$ cat src/rtl/pixel_fetch_scaler.sv
// Frame-buffer pixel fetcher: h/v counters -> RAM read address with integer replication,
// RGB returned 3 clks after the counters; fetch enable and state changes only at frame start.
module pixel_fetch_scaler #(
   parameter int H_ACTIVE   = 800,
   parameter int V_ACTIVE   = 600,
   parameter int COLOR_BITS = 2,
   parameter int SCALE      = 1,
   parameter int ADDR_W     = 19
) (
   input  logic                      clk,
   input  logic                      rst_n,
   input  logic                      en,
   input  logic [10:0]               h_count,
   input  logic [9:0]                v_count,
   output logic [ADDR_W-1:0]         mem_addr,
   output logic                      mem_rd_en,
   input  logic [3*COLOR_BITS-1:0]   mem_data,
   output logic [COLOR_BITS-1:0]     red,
   output logic [COLOR_BITS-1:0]     green,
   output logic [COLOR_BITS-1:0]     blue,
   output logic                      pix_active,
   output logic                      frame_start
);

   localparam int SRC_W    = H_ACTIVE / SCALE;
   localparam int MAX_ADDR = SRC_W * (V_ACTIVE / SCALE) - 1;
   localparam logic [2:0] REP_LAST = 3'(SCALE - 1);

   typedef enum logic {IDLE = 1'b0, RUN = 1'b1} state_t;

   state_t            state;
   logic [ADDR_W-1:0] line_base, x_src;
   logic [2:0]        x_rep, y_rep;
   logic              fs1, vis2, fs2;

   logic              fs, visible, line_end, run_now, base_ok;
   logic [ADDR_W-1:0] base_c, xs_c;
   logic [2:0]        xr_c, yr_c;
   logic [ADDR_W:0]   next_base;

   // Frame start zeroes the counters combinationally so pixel (0,0) reads address 0.
   always_comb begin
      fs        = (h_count == 11'd0) && (v_count == 10'd0);
      visible   = (h_count < 11'(H_ACTIVE)) && (v_count < 10'(V_ACTIVE));
      line_end  = (h_count == 11'(H_ACTIVE - 1));
      run_now   = fs ? en : (state == RUN);
      base_c    = fs ? '0 : line_base;
      xs_c      = fs ? '0 : x_src;
      xr_c      = fs ? '0 : x_rep;
      yr_c      = fs ? '0 : y_rep;
      next_base = {1'b0, base_c} + (ADDR_W+1)'(SRC_W);
      // Saturating guards keep any address within the frame when the counters jump.
      base_ok   = next_base <= (ADDR_W+1)'(MAX_ADDR + 1 - SRC_W);
   end

   always_ff @(posedge clk or negedge rst_n) begin
      if (!rst_n) begin
         state       <= IDLE;
         mem_addr    <= '0;
         mem_rd_en   <= 1'b0;
         line_base   <= '0;
         x_src       <= '0;
         x_rep       <= '0;
         y_rep       <= '0;
         fs1         <= 1'b0;
         vis2        <= 1'b0;
         fs2         <= 1'b0;
         red         <= '0;
         green       <= '0;
         blue        <= '0;
         pix_active  <= 1'b0;
         frame_start <= 1'b0;
      end else begin
         if (fs) begin
            state     <= en ? RUN : IDLE;
            line_base <= '0;
            x_src     <= '0;
            x_rep     <= '0;
            y_rep     <= '0;
         end
         mem_rd_en <= visible && run_now;
         fs1       <= fs && en;
         vis2      <= mem_rd_en;
         fs2       <= fs1;
         pix_active  <= vis2;
         frame_start <= fs2;
         {red, green, blue} <= vis2 ? mem_data : '0;

         if (visible && run_now) begin
            mem_addr <= base_c + xs_c;
            if (line_end) begin
               x_src <= '0;
               x_rep <= '0;
               if (yr_c == REP_LAST) begin
                  y_rep     <= '0;
                  line_base <= base_ok ? next_base[ADDR_W-1:0] : base_c;
               end else begin
                  y_rep     <= yr_c + 3'd1;
                  line_base <= base_c;
               end
            end else if (xr_c == REP_LAST) begin
               x_rep <= '0;
               if (xs_c < ADDR_W'(SRC_W - 1))
                  x_src <= xs_c + 1'b1;
               else
                  x_src <= xs_c;
            end else begin
               x_rep <= xr_c + 3'd1;
            end
         end
      end
   end

endmodule

$ cat config.mk
export PLATFORM = sky130hd
export DESIGN_NAME = pixel_fetch_scaler
export DESIGN_NICKNAME = d
export VERILOG_FILES = /design/src/rtl/pixel_fetch_scaler.sv
export SDC_FILE = /design/constraint.sdc
export NUM_CORES = 1
export LEC_CHECK = 0
export CAP_MARGIN = 10
export CORE_AREA = 2 2 128 130
export CTS_CLUSTER_DIAMETER = 200
export DETAILED_ROUTE_END_ITERATION = 10
export DIE_AREA = 0 0 130 132
export GPL_TIMING_DRIVEN = 1
export MAX_ROUTING_LAYER = met4
export PLACE_DENSITY = 0.54
export SLEW_MARGIN = 0
export SYNTH_ARGS = -nofsm -noshare
export SYNTH_HDL_FRONTEND = slang
export SYNTH_SLANG_ARGS = --single-unit
$ cat constraint.sdc
create_clock -name clk -period 3.34 [get_ports clk]
set_input_delay 0.668 -clock clk [delete_from_list [all_inputs] [get_ports clk]]
set_output_delay 0.668 -clock clk [all_outputs]
set_load 0.1 [all_outputs]
==> results of run 1 <==
stage by stage:
stage / hold slack (ns) / total power, W / TNS, ns / setup slack, ns
2_1_floorplan: 0.331 / 0.000948 / -1.83 / -0.235
5_1_grt: 0.367 / 0.00221 / -0.0680 / -0.0336
3_5_place_dp: 0.340 / 0.00102 / -18.40 / -0.738
4_1_cts: 0.354 / 0.00216 / 0 / 0.000440
6_report: 0.349 / 0.00213 / 0 / 0.107
3_3_place_gp: 0.338 / 0.00102 / -16.51 / -0.645
what timing repair did:
action | CTS | global route
endpoints found under the hold margin | 0 | 0
resized for setup | 58 | 44
setup buffers | 7 | 2
setup endpoints to repair | 31 | 22
pin swaps | 17 | 15
power by group:
| group | internal [W] | leakage [nW] | total (W) | switching [W] |
|---|---|---|---|---|
| sequential | 0.000921 | 1.05 | 0.000921 | 0.00000000933 |
| clock | 0.000750 | 0.169 | 0.00114 | 0.000389 |
| combinational | 0.0000351 | 2.00 | 0.0000737 | 0.0000386 |
| total | 0.00171 | 3.21 | 0.00213 | 0.000427 |
flip-flops by register name, indices dropped and copies added (netlist names):
| register | cells |
|---|---|
| line_base | 19 |
| mem_addr | 19 |
| x_src | 19 |
| x_rep | 3 |
| y_rep | 3 |
| blue | 2 |
| green | 2 |
| red | 2 |
| frame_start | 1 |
| fs1 | 1 |
| fs2 | 1 |
| mem_rd_en | 1 |
| pix_active | 1 |
| state | 1 |
| vis2 | 1 |
worst register-to-register path, stage by stage, from the launching register on:
cell,delay (ns)
dfrtp_1,0.57
a311oi_1,0.72
nor2_1,0.14
nand2_1,0.21
o32ai_1,0.15
a211o_4,0.40
buf_6,0.15
a211oi_4,0.24
mux2_4,0.32
cell type report:
class	instances	area (um^2)	area share (%)
multi-input cells	384	2960	43.3
flip-flops and latches	76	1900	27.8
repair buffers	159	1250	18.3
well taps	216	270	3.95
clock buffers	10	239	3.50
clock inverters	6	111	1.63
inverters	27	101	1.48
worst min-delay path by stage:
stage / start / endpoint / cells past startpoint
after floorplan: fs2$_DFF_PN0_ / frame_start$_DFF_PN0_ / 0
after global placement: fs2$_DFF_PN0_ / frame_start$_DFF_PN0_ / 0
after detailed placement: fs1$_DFF_PN0_ / fs2$_DFF_PN0_ / 0
after CTS: fs1$_DFF_PN0_ / fs2$_DFF_PN0_ / 0
after global routing: fs2$_DFF_PN0_ / frame_start$_DFF_PN0_ / 0
final: fs1$_DFF_PN0_ / fs2$_DFF_PN0_ / 0
Yosys cell counts, types with 3 or more instances:
master    count
nand3_2       3
nand4_1       9
nor4b_1       3
nor2_1       22
buf_2         5
maj3_1        3
a31o_2        4
and2_1       40
inv_1        26
a21o_1        6
nor3b_1       4
dfrtp_1      76
a211oi_1      7
a211o_1       3
or3_1         4
xor2_1       15
a21oi_1      21
and4_1        3
nor3_1       10
o31ai_1       5
nand3_1      17
nor4_1        8
buf_1         3
or2_2         7
o21ai_0      32
mux2i_1       3
nand2b_1      3
ha_1         21
clkbuf_1     12
a31oi_1       5
xnor2_1      17
nand2_1      57
o22ai_1       3
o211ai_1      5
routing by layer:
metal / vias up / global-route usage, % / routed length [um]
met5: - / - / 0
met3: 26 / 3.25 / 521
met2: 81 / 24.8 / 6000
met1: 2024 / 19.9 / 5870
met4: 0 / 6.57 / 346
li1: 2125 / - / -
kinds of logic after synthesis:
logic type	after synthesis	synth area share (%)
DFF	76	40.7
xor gates and xnor gates	32	6.00
buffers and inverters	48	4.15
muxes	7	1.61
AOI/OAI and AO/OA	119	17.6
and+or+nand+nor	201	23.3
adders and majority gates	25	6.69
==> out/metrics.yaml, run 1 <==
status: "finished clean"
place_hpwl_um: 9700
syn_to_final_growth_pct: 46.2
placementRows: 46
wl_um: 12700
grt_max_degree: 77
crit_start: "h_count[5]"
worst-path-stages: 14
grt_pass1_wl_um: 21000
crit_arrival_ns: 3.46
drt_iter0_markers: 192
insertion_delay_ns: 0.34
grt_pass1_vias: 4269
yosysWarnings: 0
setup_viol: 0
cts_tree: "done"
n_antenna_cell: 0
hp-class: "reg2reg"
synth_top_area_cell: "dfrtp_1"
synthCells: 508
critPathMaxFanout: 5
worstRegToRegCells: 8
r2r_start: "line_base[7]$_DFF_PN0_"
port-buffer-count: 57
cts_sinks: 76
via_per_inst: 4.85
synthTopCellsByArea: "dfrtp_1 41%, ha_1 5.6%, and2_1 5.4%"
final_cells: 878
cts_buffer_depth: 2
worst_pin_slew_ns: 0.963
crit_path_end_kind: "flop"
dr.pass1.iters: 6
leakagePower_nw: 3.21
drv_slew: 0
maxSlewHeadroom_pct: 35.6
crit_family: "compound AO/OA/AOI/OAI gates"
drive_gt1_share_pct: 35.5
postCtsHoldBufs: 0
synth_top_flop_cell: "dfrtp_1"
ant_nets: 0
crit_path_max_incr_delay_ns: 0.32
ys_ff_latch: 76
r2r_slack_ns: 0.34
io_pins: 58
ir_worst_vdd_mv: 0.234
path_cells: "buf_6 -> nor4_4 -> and3_4 -> nand2_4 -> and2_4 -> ha_4 -> a211oi_4 -> or3_1 -> o211ai_1 -> o2111a_1 -> a211o_4 -> buf_6 -> a211oi_4 -> mux2_4"
placed_cell_area_um2: 6350
synth_enable_flop_cells: 0
die_x_um: 130
track_usage_pct: 15.9
gp_congestion: 0.902
fin_util_pct: 43.5
cts.clk_slew.worst_paths_ns: 0.06
dp.cells: 854
final_common_cell: "buf_4"
synth.top_cell.area_share_pct: 40.7
layout_worst_path_cycle_share_pct: 96.8
async_flop_share_pct: 100
overflow: 0
die_h_um: 132
regToRegEndpoint: "line_base[10]$_DFF_PN0_"
fill_cells: 1537
drv_cap: 0
hold_viol: 0
fin_skew_ns: 0.00752
route.detailed.drc: 0
clock-root-buffer: "clkbuf_16"
cp_num_buf_inv: 2
max_freq_ghz: 0.309
period_minus_slack_ns: 3.23
crit_type: "in2reg"
start_util_pct: 29.7
post_synth_num_cell_types: 69
dieArea_um2: 17200
avgSynthCellArea_um2: 9.20
synth_nets: 560
route.detailed.wl_per_inst_um: 14.5
vias: 4256
critical_path_required_ns: 3.57
setup.worst_path.end: "line_base[10]$_DFF_PN0_"
nets: 709
antenna_found_initial: 0
final_cell_area_um2: 6840
core-area_um2: 15700
ys_seq_area_share_pct: 40.7
syn-cell-area_um2: 4670
cpMaxStageDelayCell: "mux2_4"
cts_buffers: 9
power_density_nw_per_um2: 312
startpoint_type: "input pin"
ctsHtreeMaxLevel: 3
mostFrequentLayoutCells: "123 x buf_4, 76 x dfrtp_1, 54 x nand2_1"
(Power assumes the default switching activity.)
==> run 2: changes to the inputs <==
--- a/config.mk
+++ b/config.mk
@@ -10,7 +10,6 @@
 export CTS_CLUSTER_DIAMETER = 200
 export DETAILED_ROUTE_END_ITERATION = 10
 export DIE_AREA = 0 0 130 132
-export GPL_TIMING_DRIVEN = 1
 export MAX_ROUTING_LAYER = met4
 export PLACE_DENSITY = 0.54
 export SLEW_MARGIN = 0
==> results of run 2 <==
Final layout, timing and power as in run 1 (identical DEF).
==> run 3: changes to the inputs <==
--- a/config.mk
+++ b/config.mk
@@ -5,6 +5,7 @@
 export SDC_FILE = /design/constraint.sdc
 export NUM_CORES = 1
 export LEC_CHECK = 0
+export ABC_CLOCK_PERIOD_IN_PS = 3340
 export CAP_MARGIN = 10
 export CORE_AREA = 2 2 128 130
 export CTS_CLUSTER_DIAMETER = 200
==> results of run 3 <==
Final layout, timing and power as in run 1 (identical DEF).
